File: config.mk
export PLATFORM = sky130hd
export DESIGN_NAME = mem_arbiter
export DESIGN_NICKNAME = d
export VERILOG_FILES = /design/src/rtl/mem_arbiter.sv
export SDC_FILE = /design/constraint.sdc
export NUM_CORES = 1
export LEC_CHECK = 0
export CAP_MARGIN = 10
export CORE_MARGIN = 5
export CORE_UTILIZATION = 42
export CTS_CLUSTER_DIAMETER = 30
export DETAILED_ROUTE_END_ITERATION = 12
export PLACE_DENSITY = 0.86
export SLEW_MARGIN = 20
export SYNTH_ARGS = -nofsm -noshare
export SYNTH_HDL_FRONTEND = slang
export SYNTH_SLANG_ARGS = --single-unit
File: constraint.sdc
create_clock -name clk -period 5.8 [get_ports clk]
set_input_delay 0.87 -clock clk [delete_from_list [all_inputs] [get_ports clk]]
set_output_delay 0.87 -clock clk [all_outputs]
set_load 0.02 [all_outputs]
File: src/rtl/mem_arbiter.sv
// mem_arbiter: two-requester arbiter and sequencer for the single-port unified memory.
// Port 0 is the CPU (fetch, lw/sw), port 1 is the loader/debug port. One access runs
// at a time: IDLE grants, BUSY strobes the memory once and waits LATENCY cycles, ACK
// pulses the owner's ack for one cycle.
// Ports:
//   clk, reset              clock (rising edge), asynchronous active-high reset
//   req/we/addr/wdata/ack0  CPU requester
//   req/we/addr/wdata/ack1  loader/debug requester
//   rdata                   read data, valid during the owner's ack of a read
//   mem_en/we/addr/wdata    memory strobes and latched address/data
//   mem_rdata               memory read data, valid LATENCY cycles after mem_en
//   busy, owner             transaction in progress, port of current/last transaction
// Build option: define MEM_ARB_RR_EN for round-robin tie-breaking; otherwise port 1
// wins every tie.
module mem_arbiter #(
    parameter int AW      = 32,
    parameter int DW      = 32,
    parameter int LATENCY = 1
) (
    input  logic          clk,
    input  logic          reset,
    input  logic          req0,
    input  logic          we0,
    input  logic [AW-1:0] addr0,
    input  logic [DW-1:0] wdata0,
    output logic          ack0,
    input  logic          req1,
    input  logic          we1,
    input  logic [AW-1:0] addr1,
    input  logic [DW-1:0] wdata1,
    output logic          ack1,
    output logic [DW-1:0] rdata,
    output logic          mem_en,
    output logic          mem_we,
    output logic [AW-1:0] mem_addr,
    output logic [DW-1:0] mem_wdata,
    input  logic [DW-1:0] mem_rdata,
    output logic          busy,
    output logic          owner
);
`ifdef MEM_ARB_RR_EN
    localparam bit RR = 1'b1;
`else
    localparam bit RR = 1'b0;
`endif
    localparam logic [3:0] LAT = 4'(LATENCY);
    typedef enum logic [1:0] {IDLE, BUSY, ACK} state_t;
    state_t        r_state;
    logic [3:0]    r_cnt;
    logic          r_we_q;
    logic          r_ack0;
    logic          r_ack1;
    logic          r_mem_en;
    logic          r_mem_we;
    logic          r_owner;
    logic [AW-1:0] r_mem_addr;
    logic [DW-1:0] r_mem_wdata;
    logic [DW-1:0] r_rdata;
    logic          w_win;
    logic          w_we;
    // On a tie round-robin hands the grant to the port that was not served last.
    assign w_win = (req0 && req1) ? (RR ? !r_owner : 1'b1) : req1;
    assign w_we  = w_win ? we1 : we0;
    always_ff @(posedge clk or posedge reset) begin
        if (reset) begin
            r_state     <= IDLE;
            r_cnt       <= '0;
            r_we_q      <= 1'b0;
            r_ack0      <= 1'b0;
            r_ack1      <= 1'b0;
            r_mem_en    <= 1'b0;
            r_mem_we    <= 1'b0;
            r_owner     <= 1'b0;
            r_mem_addr  <= '0;
            r_mem_wdata <= '0;
            r_rdata     <= '0;
        end else begin
            case (r_state)
                IDLE: begin
                    if (req0 || req1) begin
                        r_state     <= BUSY;
                        r_owner     <= w_win;
                        r_cnt       <= '0;
                        r_we_q      <= w_we;
                        r_mem_addr  <= w_win ? addr1 : addr0;
                        r_mem_wdata <= w_win ? wdata1 : wdata0;
                        // Strobes are registered so they are high exactly while cnt==0.
                        r_mem_en    <= 1'b1;
                        r_mem_we    <= w_we;
                    end
                end
                BUSY: begin
                    r_mem_en <= 1'b0;
                    r_mem_we <= 1'b0;
                    r_cnt    <= r_cnt + 4'd1;
                    if (r_cnt == LAT) begin
                        if (!r_we_q) r_rdata <= mem_rdata;
                        r_state <= ACK;
                        r_ack0  <= !r_owner;
                        r_ack1  <= r_owner;
                    end
                end
                default: begin
                    r_state <= IDLE;
                    r_ack0  <= 1'b0;
                    r_ack1  <= 1'b0;
                end
            endcase
        end
    end
    assign ack0      = r_ack0;
    assign ack1      = r_ack1;
    assign mem_en    = r_mem_en;
    assign mem_we    = r_mem_we;
    assign mem_addr  = r_mem_addr;
    assign mem_wdata = r_mem_wdata;
    assign rdata     = r_rdata;
    assign owner     = r_owner;
    assign busy      = r_state != IDLE;
endmodule

==> flow_summary.json, run 1 <==
{
  "hold_ws_ns": 0.481,
  "synthDistinctLibCells": 28,
  "avgSynthCellArea_sq_um": 12.1,
  "first_iter_violations": 187,
  "intPower_mw": 2.59,
  "vias": 4164,
  "max_slew_margin_pct": 29.1,
  "synthSimpleGateAreaFrac_pct": 2.20,
  "utilization_pct": 69.7,
  "p_seq_share_pct": 32.1,
  "fin_crit_sh_pct": 52.4,
  "status": "finished clean",
  "postCtsSetupRepairBufs": 0,
  "sw_frac_of_total_pct": 37.6,
  "fp-row-count": 39,
  "final_area_sq_mm": 0.00796,
  "finalHoldViolCount": 0,
  "netlist_instances": 406,
  "syn_to_final_growth_pct": 62.4,
  "fin_cells": 803,
  "core-area_sq_mm": 0.0114,
  "start_util_pct": 42.9,
  "ys_ff_latch": 108,
  "synthMuxAreaShare_pct": 23.4,
  "critPathLaunchType": "flop",
  "setup.worst_path.end_class": "output port",
  "timing.fmax_ghz": 0.329,
  "fillerInstances": 854,
  "crit_chain": "nor2_1 -> clkinv_1 -> buf_4 -> clkdlybuf4s50_1",
  "place_area_sq_mm": 0.00761,
  "cts_root_buffer": "clkbuf_16",
  "min_period_ns": 3.04,
  "rsz0062_at_grt": "false",
  "synth_area_sq_mm": 0.00490,
  "vias_per_cell": 5.19,
  "clock_skew_ns": 0.00781,
  "yosysWarnings": 0,
  "avgRoutedWirePerCell_um": 18.7,
  "clock_sinks": 108,
  "wirelength_um": 15000,
  "cts_htree_levels": 3,
  "synth_area_leaders": "dfrtp_1 (55%), mux2i_1 (14%), o21ai_0 (13%)",
  "drive_above_1_share_pct": 8.79,
  "worstPathRequired_ns": 4.93,
  "worst_slack_ns": 2.76,
  "synth_largest_area_cell": "dfrtp_1",
  "layout.nets": 823,
  "synth_compound_area_share_pct": 14.2,
  "port_buffers": 267,
  "p_switching_mw": 1.56,
  "total_power_mw": 4.15,
  "clkPwrFrac_pct": 15.6,
  "clk_latency_ns": 0.34,
  "finalMaxSlewViolations": 0,
  "overflow": 0,
  "grt_pass1_wl_um": 23700,
  "crit_slowest_cell": "clkdlybuf4s50_1",
  "synthAdderAreaFrac_pct": 0.511,
  "die_y_um": 118,
  "pin_count": 268,
  "synth_top_area_share_pct": 55.2,
  "cts.repair.resized": 0,
  "synth_nets": 574,
  "tns_ns": 0,
  "p_per_area_mw_per_mm2": 522,
  "cp_max_fo": 68,
  "place_congestion": 0.773,
  "die_width_um": 118,
  "pre_cts_slack_ns": 2.89,
  "multi_input_area_sq_mm": 0.00201,
  "synth_top_family_by_area": "multiplexers",
  "grt_max_degree": 69,
  "crit_family": "buffers and inverters",
  "ant_nets": 0,
  "grt_usage_pct": 21.1,
  "dp_hpwl_um": 11200,
  "setup_viol": 0,
  "drc": 0,
  "grt_pass1_vias": 4410,
  "max-cap-violations": 0,
  "p_comb_share_pct": 52.2,
  "cts_tree": "built",
  "worstMarginPinSlew_ns": 1.06,
  "synth_seq_area_share_pct": 55.2,
  "hp-class": "flop to flop",
  "place_inst": 786,
  "cp_slowest_stage_delay_ns": 0.62,
  "r2r_slack_ns": 3.21,
  "antenna_found_initial": 0,
  "worst-path-buf-inv": 3,
  "critPathArrivalTime_ns": 2.17,
  "clkTransAtPathRegs_ns": 0.07,
  "dr.pass1.iters": 4,
  "die-area_sq_mm": 0.0139,
  "cts_made_buffers": 9,
  "synth_xor_area_share_pct": 0.358,
  "cts.hold.buffers_added": 0,
  "regArea_sq_mm": 0.00270,
  "power_leakage_nw": 3.48,
  "clockBufferDepth": 2,
  "critPathKind": "flop to output port",
  "vdd_drop_max_v": 0.000403,
  "num_antenna_cells": 0
}
worst register-to-register path, cell delays in order (launching register included):
cell     delay [ns]
dfrtp_1        0.42
inv_1          0.08
ha_1           0.16
or3b_1         0.39
or3_2          0.92
mux2_4         0.50
layout by cell type (no fill, tap or decap), types with 2 or more instances in the layout:
cell / instances
clkdlybuf4s50_1: 266
o21ai_0: 129
dfrtp_1: 108
mux2i_1: 67
mux2_4: 30
clkbuf_16: 9
nor2_1: 6
nand2_1: 6
buf_4: 5
inv_1: 2
xor2_1: 2
o22ai_1: 2
mux2_2: 2
ha_1: 2
bufinv_16: 2
clkbuf_1: 2
synthesized netlist by cell type (all sizes together):
| cell | number |
|---|---|
| xor2 | 2 |
| o21ai | 130 |
| and4bb | 1 |
| or3b | 1 |
| a21o | 1 |
| mux2i | 67 |
| nand3 | 1 |
| nand2b | 1 |
| or2b | 1 |
| inv | 4 |
| clkbuf | 25 |
| o211ai | 1 |
| mux2 | 32 |
| nor3 | 1 |
| o22ai | 2 |
| ha | 2 |
| nor2 | 7 |
| nand3b | 1 |
| a22o | 1 |
| nand2 | 6 |
| a31o | 1 |
| dfrtp | 108 |
| buf | 9 |
| or3 | 1 |
sequential cells by signal, indices dropped and copies added (netlist names):
signal,count
ack0,1
ack1,1
mem_addr,32
mem_en,1
mem_wdata,32
mem_we,1
owner,1
r_cnt,4
r_state,2
r_we_q,1
rdata,32
cells by family after synthesis:
kind of cell / after synthesis
muxes: 99
adders and majority gates: 2
and+or+nand+nor: 21
xor gates and xnor gates: 2
buffers and inverters: 38
AOI/OAI and AO/OA: 136
DFF: 108
layer usage:
metal	track usage [%]	wire, um
met5	0	0
met1	25.5	6050
met2	36.5	7630
met3	5.62	994
met4	6.88	309
worst paths after layout:
check,start,end,depth (start not counted)
setup / recovery,r_state[1],busy,4
hold / removal,r_we_q,r_we_q,1
setup reg to reg,r_cnt[1],rdata[11],5
hold reg to reg,r_we_q,r_we_q,1
max in group asynchronous,reset,mem_addr[29],3
min in group asynchronous,reset,rdata[17],2
final cells by class:
cell class              count  share of cell area (%)
repair buffers            272                    34.3
flip-flops and latches    108                    34.0
multi-input cells         260                    25.3
clock buffers              12                    3.10
well taps                 143                    2.25
clock inverters             4                   0.912
inverters                   4                   0.220
power by group through the flow:
| stage | Clock, mW | Combinational [mW] | Sequential, mW |
|---|---|---|---|
| floorplan | 0 | 0.742 | 1.75 |
| global placement | 0 | 2.12 | 1.31 |
| detailed placement | 0 | 2.18 | 1.34 |
| CTS | 0.665 | 2.19 | 1.33 |
| global route | 0.700 | 2.30 | 1.38 |
| finish | 0.650 | 2.17 | 1.34 |
Note: power is estimated with default switching activity, not from simulation.
==> run 2, diff against run 1 <==
- CORE_UTILIZATION: 42 -> 39
- PLACE_DENSITY: 0.86 -> 0.81
- clock period: 5.8 -> 2.86 ns (I/O delays scaled with it)
==> run 2 against run 1 <==
Routed wire length up 2.4%. Worst setup slack worse by 2.3 ns. Clock power up 95%. Combinational power up 100%. Register-to-register slack worse by 2.6 ns. Largest power group unchanged. Highest routed layer unchanged. Via count up 1.3%. Total power up 100%.
==> flow_summary.json, run 2 (same netlist as run 1, synthesis figures left out) <==
{
  "timing.fmax_ghz": 0.422,
  "critPathLaunchType": "flop",
  "first_iter_violations": 309,
  "critPathKind": "flop to output port",
  "cts_htree_levels": 3,
  "rsz0062_at_grt": "false",
  "fp-row-count": 41,
  "syn_to_final_growth_pct": 63.4,
  "setup_viol": 0,
  "vdd_drop_max_v": 0.000535,
  "clkPwrFrac_pct": 15.1,
  "worstMarginPinSlew_ns": 0.638,
  "power_leakage_nw": 3.48,
  "die_y_um": 122,
  "min_period_ns": 2.37,
  "intPower_mw": 5.19,
  "overflow": 0,
  "pin_count": 268,
  "drive_above_1_share_pct": 9.35,
  "place_congestion": 0.770,
  "clk_latency_ns": 0.35,
  "num_antenna_cells": 0,
  "grt_pass1_wl_um": 23600,
  "start_util_pct": 39.3,
  "die-area_sq_mm": 0.0149,
  "rr_worst_depth": 6,
  "ant_nets": 0,
  "postCtsSetupRepairBufs": 0,
  "status": "finished clean",
  "wirelength_um": 15400,
  "max-cap-violations": 0,
  "p_per_area_mw_per_mm2": 1050,
  "clkTransAtPathRegs_ns": 0.07,
  "grt_usage_pct": 20.5,
  "p_comb_share_pct": 52.5,
  "cts.hold.buffers_added": 0,
  "place_area_sq_mm": 0.00770,
  "clock_sinks": 108,
  "fin_crit_sh_pct": 82.8,
  "vias_per_cell": 5.05,
  "cp_max_fo": 5,
  "layout.nets": 826,
  "antenna_found_initial": 0,
  "drc": 0,
  "cts_root_buffer": "clkbuf_16",
  "cts.repair.resized": 0,
  "core-area_sq_mm": 0.0125,
  "p_switching_mw": 3.19,
  "avgRoutedWirePerCell_um": 18.4,
  "place_inst": 819,
  "finalMaxSlewViolations": 0,
  "tns_ns": 0,
  "layout_commonest_cell": "clkdlybuf4s50_1",
  "final_area_sq_mm": 0.00800,
  "fin_cells": 835,
  "finalHoldViolCount": 0,
  "dp_hpwl_um": 11600,
  "dr.pass1.iters": 4,
  "clockBufferDepth": 2,
  "cts_tree": "built",
  "p_seq_share_pct": 32.3,
  "setup.worst_path.end_class": "output port",
  "clock_skew_ns": 0.0101,
  "grt_max_degree": 104,
  "cts_made_buffers": 9,
  "grt_pass1_vias": 4300,
  "max_slew_margin_pct": 57.3,
  "layout_common_cells": "clkdlybuf4s50_1 (266), o21ai_0 (129), dfrtp_1 (108)",
  "critPathArrivalTime_ns": 1.94,
  "die_width_um": 122,
  "port_buffers": 267,
  "sw_frac_of_total_pct": 38.1,
  "vias": 4220,
  "hp-class": "input pin to asynchronous set/reset pin",
  "worstPathRequired_ns": 2.43
}
## run 2: layer usage
metal	track usage [%]	up-vias	wire length [um]
li1	-	1950	-
met1	24.8	2043	5770
met2	34.1	201	7690
met3	8.22	26	1590
met4	5.88	0	310
met5	0	-	0
## run 2: cell type report
type / count / area (sq um)
timing repair buffer: 275 / 2760
inverter: 4 / 18.8
multi-input combinational: 260 / 2010
tap: 172 / 215
fill: 992 / 4460
sequential: 108 / 2700
clock inverter: 5 / 60.1
clock buffer: 11 / 243
## run 2: final timing paths
kind	from	to	slack, ns
max in group asynchronous	reset	rdata[5]	1.78
max reg2reg	r_cnt[1]	rdata[14]	0.59
min in group clk	mem_en	mem_en	0.49
max	r_state[1]	busy	0.49
min	reset	mem_addr[4]	0.33
min reg2reg	mem_en	mem_en	0.49
## run 2: per-stage QoR
stage          hold slack (ns)  total power, mW  worst slack, ns  utilization, %
2_1_floorplan            0.443             5.05            0.877               -
3_3_place_gp             0.465             7.02            0.650            61.8
3_5_place_dp             0.473             7.18            0.594            61.8
4_1_cts                  0.317             8.49            0.452            64.2
5_1_grt                  0.319             8.90            0.361            64.2
6_report                 0.326             8.37            0.491            64.2
## run 2: power groups by stage
stage	registers, mW	clock network (mW)	logic (mW)
floorplan	3.54	0	1.51
global placement	2.69	0	4.33
finish	2.71	1.27	4.40
global route	2.81	1.38	4.71
CTS	2.71	1.31	4.46
detailed placement	2.74	0	4.44
## run 2: worst max-delay path: stages (launching register included)
cell	delay (ns)
dfrtp_1	0.44
nor2_1	0.36
clkinv_1	0.20
clkdlybuf4s50_1	0.59
==> run 3, diff against run 2 <==
- CORE_UTILIZATION: 39 -> 35
- PLACE_DENSITY: 0.81 -> 0.76
- clock period: 2.86 -> 1.95 ns (I/O delays scaled with it)
==> run 3 against run 2 <==
The run now ends with setup timing left. Non-clock buffer count increased by 12. Global-route usage down 1.6 points. Clock skew fell by 0.0038 ns. Worst setup slack lost 0.54 ns. Routed wire length rose by 5.0%. Clock-buffer cell count is 1 lower. Die area grew 10%. Sequential power rose by 48%. Utilization fell by 4.7 points. Critical path depth increased by 3. Largest cell class unchanged.
==> flow_summary.json, run 3 (same netlist as run 1, synthesis figures left out) <==
{
  "grt_max_degree": 57,
  "drive_above_1_share_pct": 11.1,
  "status": "finished, violations left",
  "critPathKind": "flop to flop",
  "worst_slack_ns": -0.0466,
  "clkTransAtPathRegs_ns": 0.07,
  "dp_hpwl_um": 12200,
  "clock_skew_ns": 0.00625,
  "first_iter_violations": 264,
  "cts_tree": "built",
  "pin_count": 268,
  "vdd_drop_max_v": 0.000784,
  "dr_wl_met2_um": 8210,
  "clock_sinks": 108,
  "vias": 4254,
  "p_per_area_mw_per_mm2": 1550,
  "fillerInstances": 1150,
  "min_period_ns": 2.00,
  "total_power_mw": 12.7,
  "hp-class": "input pin to asynchronous set/reset pin",
  "die-area_sq_mm": 0.0165,
  "tns_ns": -1.00,
  "syn_to_final_growth_pct": 67.9,
  "timing.fmax_ghz": 0.501,
  "antenna_found_initial": 0,
  "grt_pass1_wl_um": 24200,
  "worstMarginPinSlew_ns": 0.359,
  "crit_slowest_cell": "or3_4",
  "place_area_sq_mm": 0.00784,
  "layout_commonest_cell": "clkdlybuf4s50_1",
  "worst-path-buf-inv": 2,
  "cts_made_buffers": 9,
  "start_util_pct": 35.4,
  "crit_chain": "inv_1 -> ha_1 -> or3b_1 -> or3_4 -> clkbuf_16 -> mux2_4",
  "cp_num_cells": 6,
  "wl_met3_um": 1520,
  "cp_slowest_stage_delay_ns": 0.41,
  "rsz0062_at_grt": "true",
  "port_buffers": 267,
  "place_inst": 836,
  "drc": 0,
  "layout.nets": 838,
  "fin_crit_sh_pct": 102,
  "grt_usage_pct": 18.9,
  "setup.worst_path.end_class": "flop",
  "avgRoutedWirePerCell_um": 18.9,
  "max-cap-violations": 0,
  "crit_family": "simple AND/OR/NAND/NOR gates",
  "fin_cells": 853,
  "dr.pass1.iters": 4,
  "grt_pass1_vias": 4467,
  "rr_worst_depth": 6,
  "finalHoldViolCount": 0,
  "die_y_um": 128,
  "hold_ws_ns": 0.269,
  "setup_viol": 32,
  "clk_latency_ns": 0.34,
  "layout_common_cells": "clkdlybuf4s50_1 (265), o21ai_0 (129), dfrtp_1 (108)",
  "maxUsedRoutingLayer": "met4",
  "cp_max_fo": 8,
  "vias_per_cell": 4.99,
  "critPathArrivalTime_ns": 2.22,
  "wl_met1_um": 6130,
  "cts_root_buffer": "clkbuf_16",
  "num_antenna_cells": 0,
  "ant_nets": 0,
  "final_area_sq_mm": 0.00822,
  "regArea_sq_mm": 0.00270,
  "power_leakage_nw": 3.60,
  "multi_input_area_sq_mm": 0.00202,
  "utilization_pct": 59.5,
  "overflow": 0,
  "cts_htree_levels": 3,
  "violations": "setup timing",
  "place_congestion": 0.823,
  "cts.hold.buffers_added": 0,
  "fp-row-count": 43,
  "core-area_sq_mm": 0.0138,
  "worstPathRequired_ns": 2.18,
  "critPathLaunchType": "flop",
  "max_slew_margin_pct": 76.0,
  "die_width_um": 128,
  "clockBufferDepth": 2,
  "finalMaxSlewViolations": 0,
  "wirelength_um": 16100,
  "pre_cts_slack_ns": -0.113
}
[run 3: layout make-up]
type	instances	area share (%)
Clock buffer	10	2.91
Clock inverter	4	0.898
Inverter	4	0.228
Multi-Input combinational cell	260	24.5
Sequential cell	108	32.9
Tap cell	180	2.74
Timing Repair Buffer	287	35.8
[run 3: final timing paths]
kind | slack (ns) | from | end
worst min-delay path | 0.27 | reset | mem_addr[21]
worst max register to register | -0.05 | r_cnt[1] | rdata[19]
max in group asynchronous | 1.12 | reset | mem_wdata[16]
min in group clk | 0.48 | req1 | owner
worst max-delay path | -0.05 | r_cnt[1] | rdata[19]
worst min register to register | 0.48 | mem_en | mem_en
[run 3: routing by layer]
metal  vias to the layer above  global-route usage [%]
met3                        18                    7.12
met2                       187                    32.8
met4                         0                    4.49
met5                         -                       0
met1                      2073                    22.2
li1                       1976                       -
[run 3: what timing repair did]
item,CTS,global route
setup endpoints to repair,32,33
buffers inserted,0,1
gates cloned,1,1
resized for setup,2,2
[run 3: power by group]
group	internal (mW)	switching, mW	total [mW]
logic	3.44	3.36	6.80
clock network	1.15	0.775	1.92
registers	3.36	0.633	4.00
total	7.95	4.76	12.7
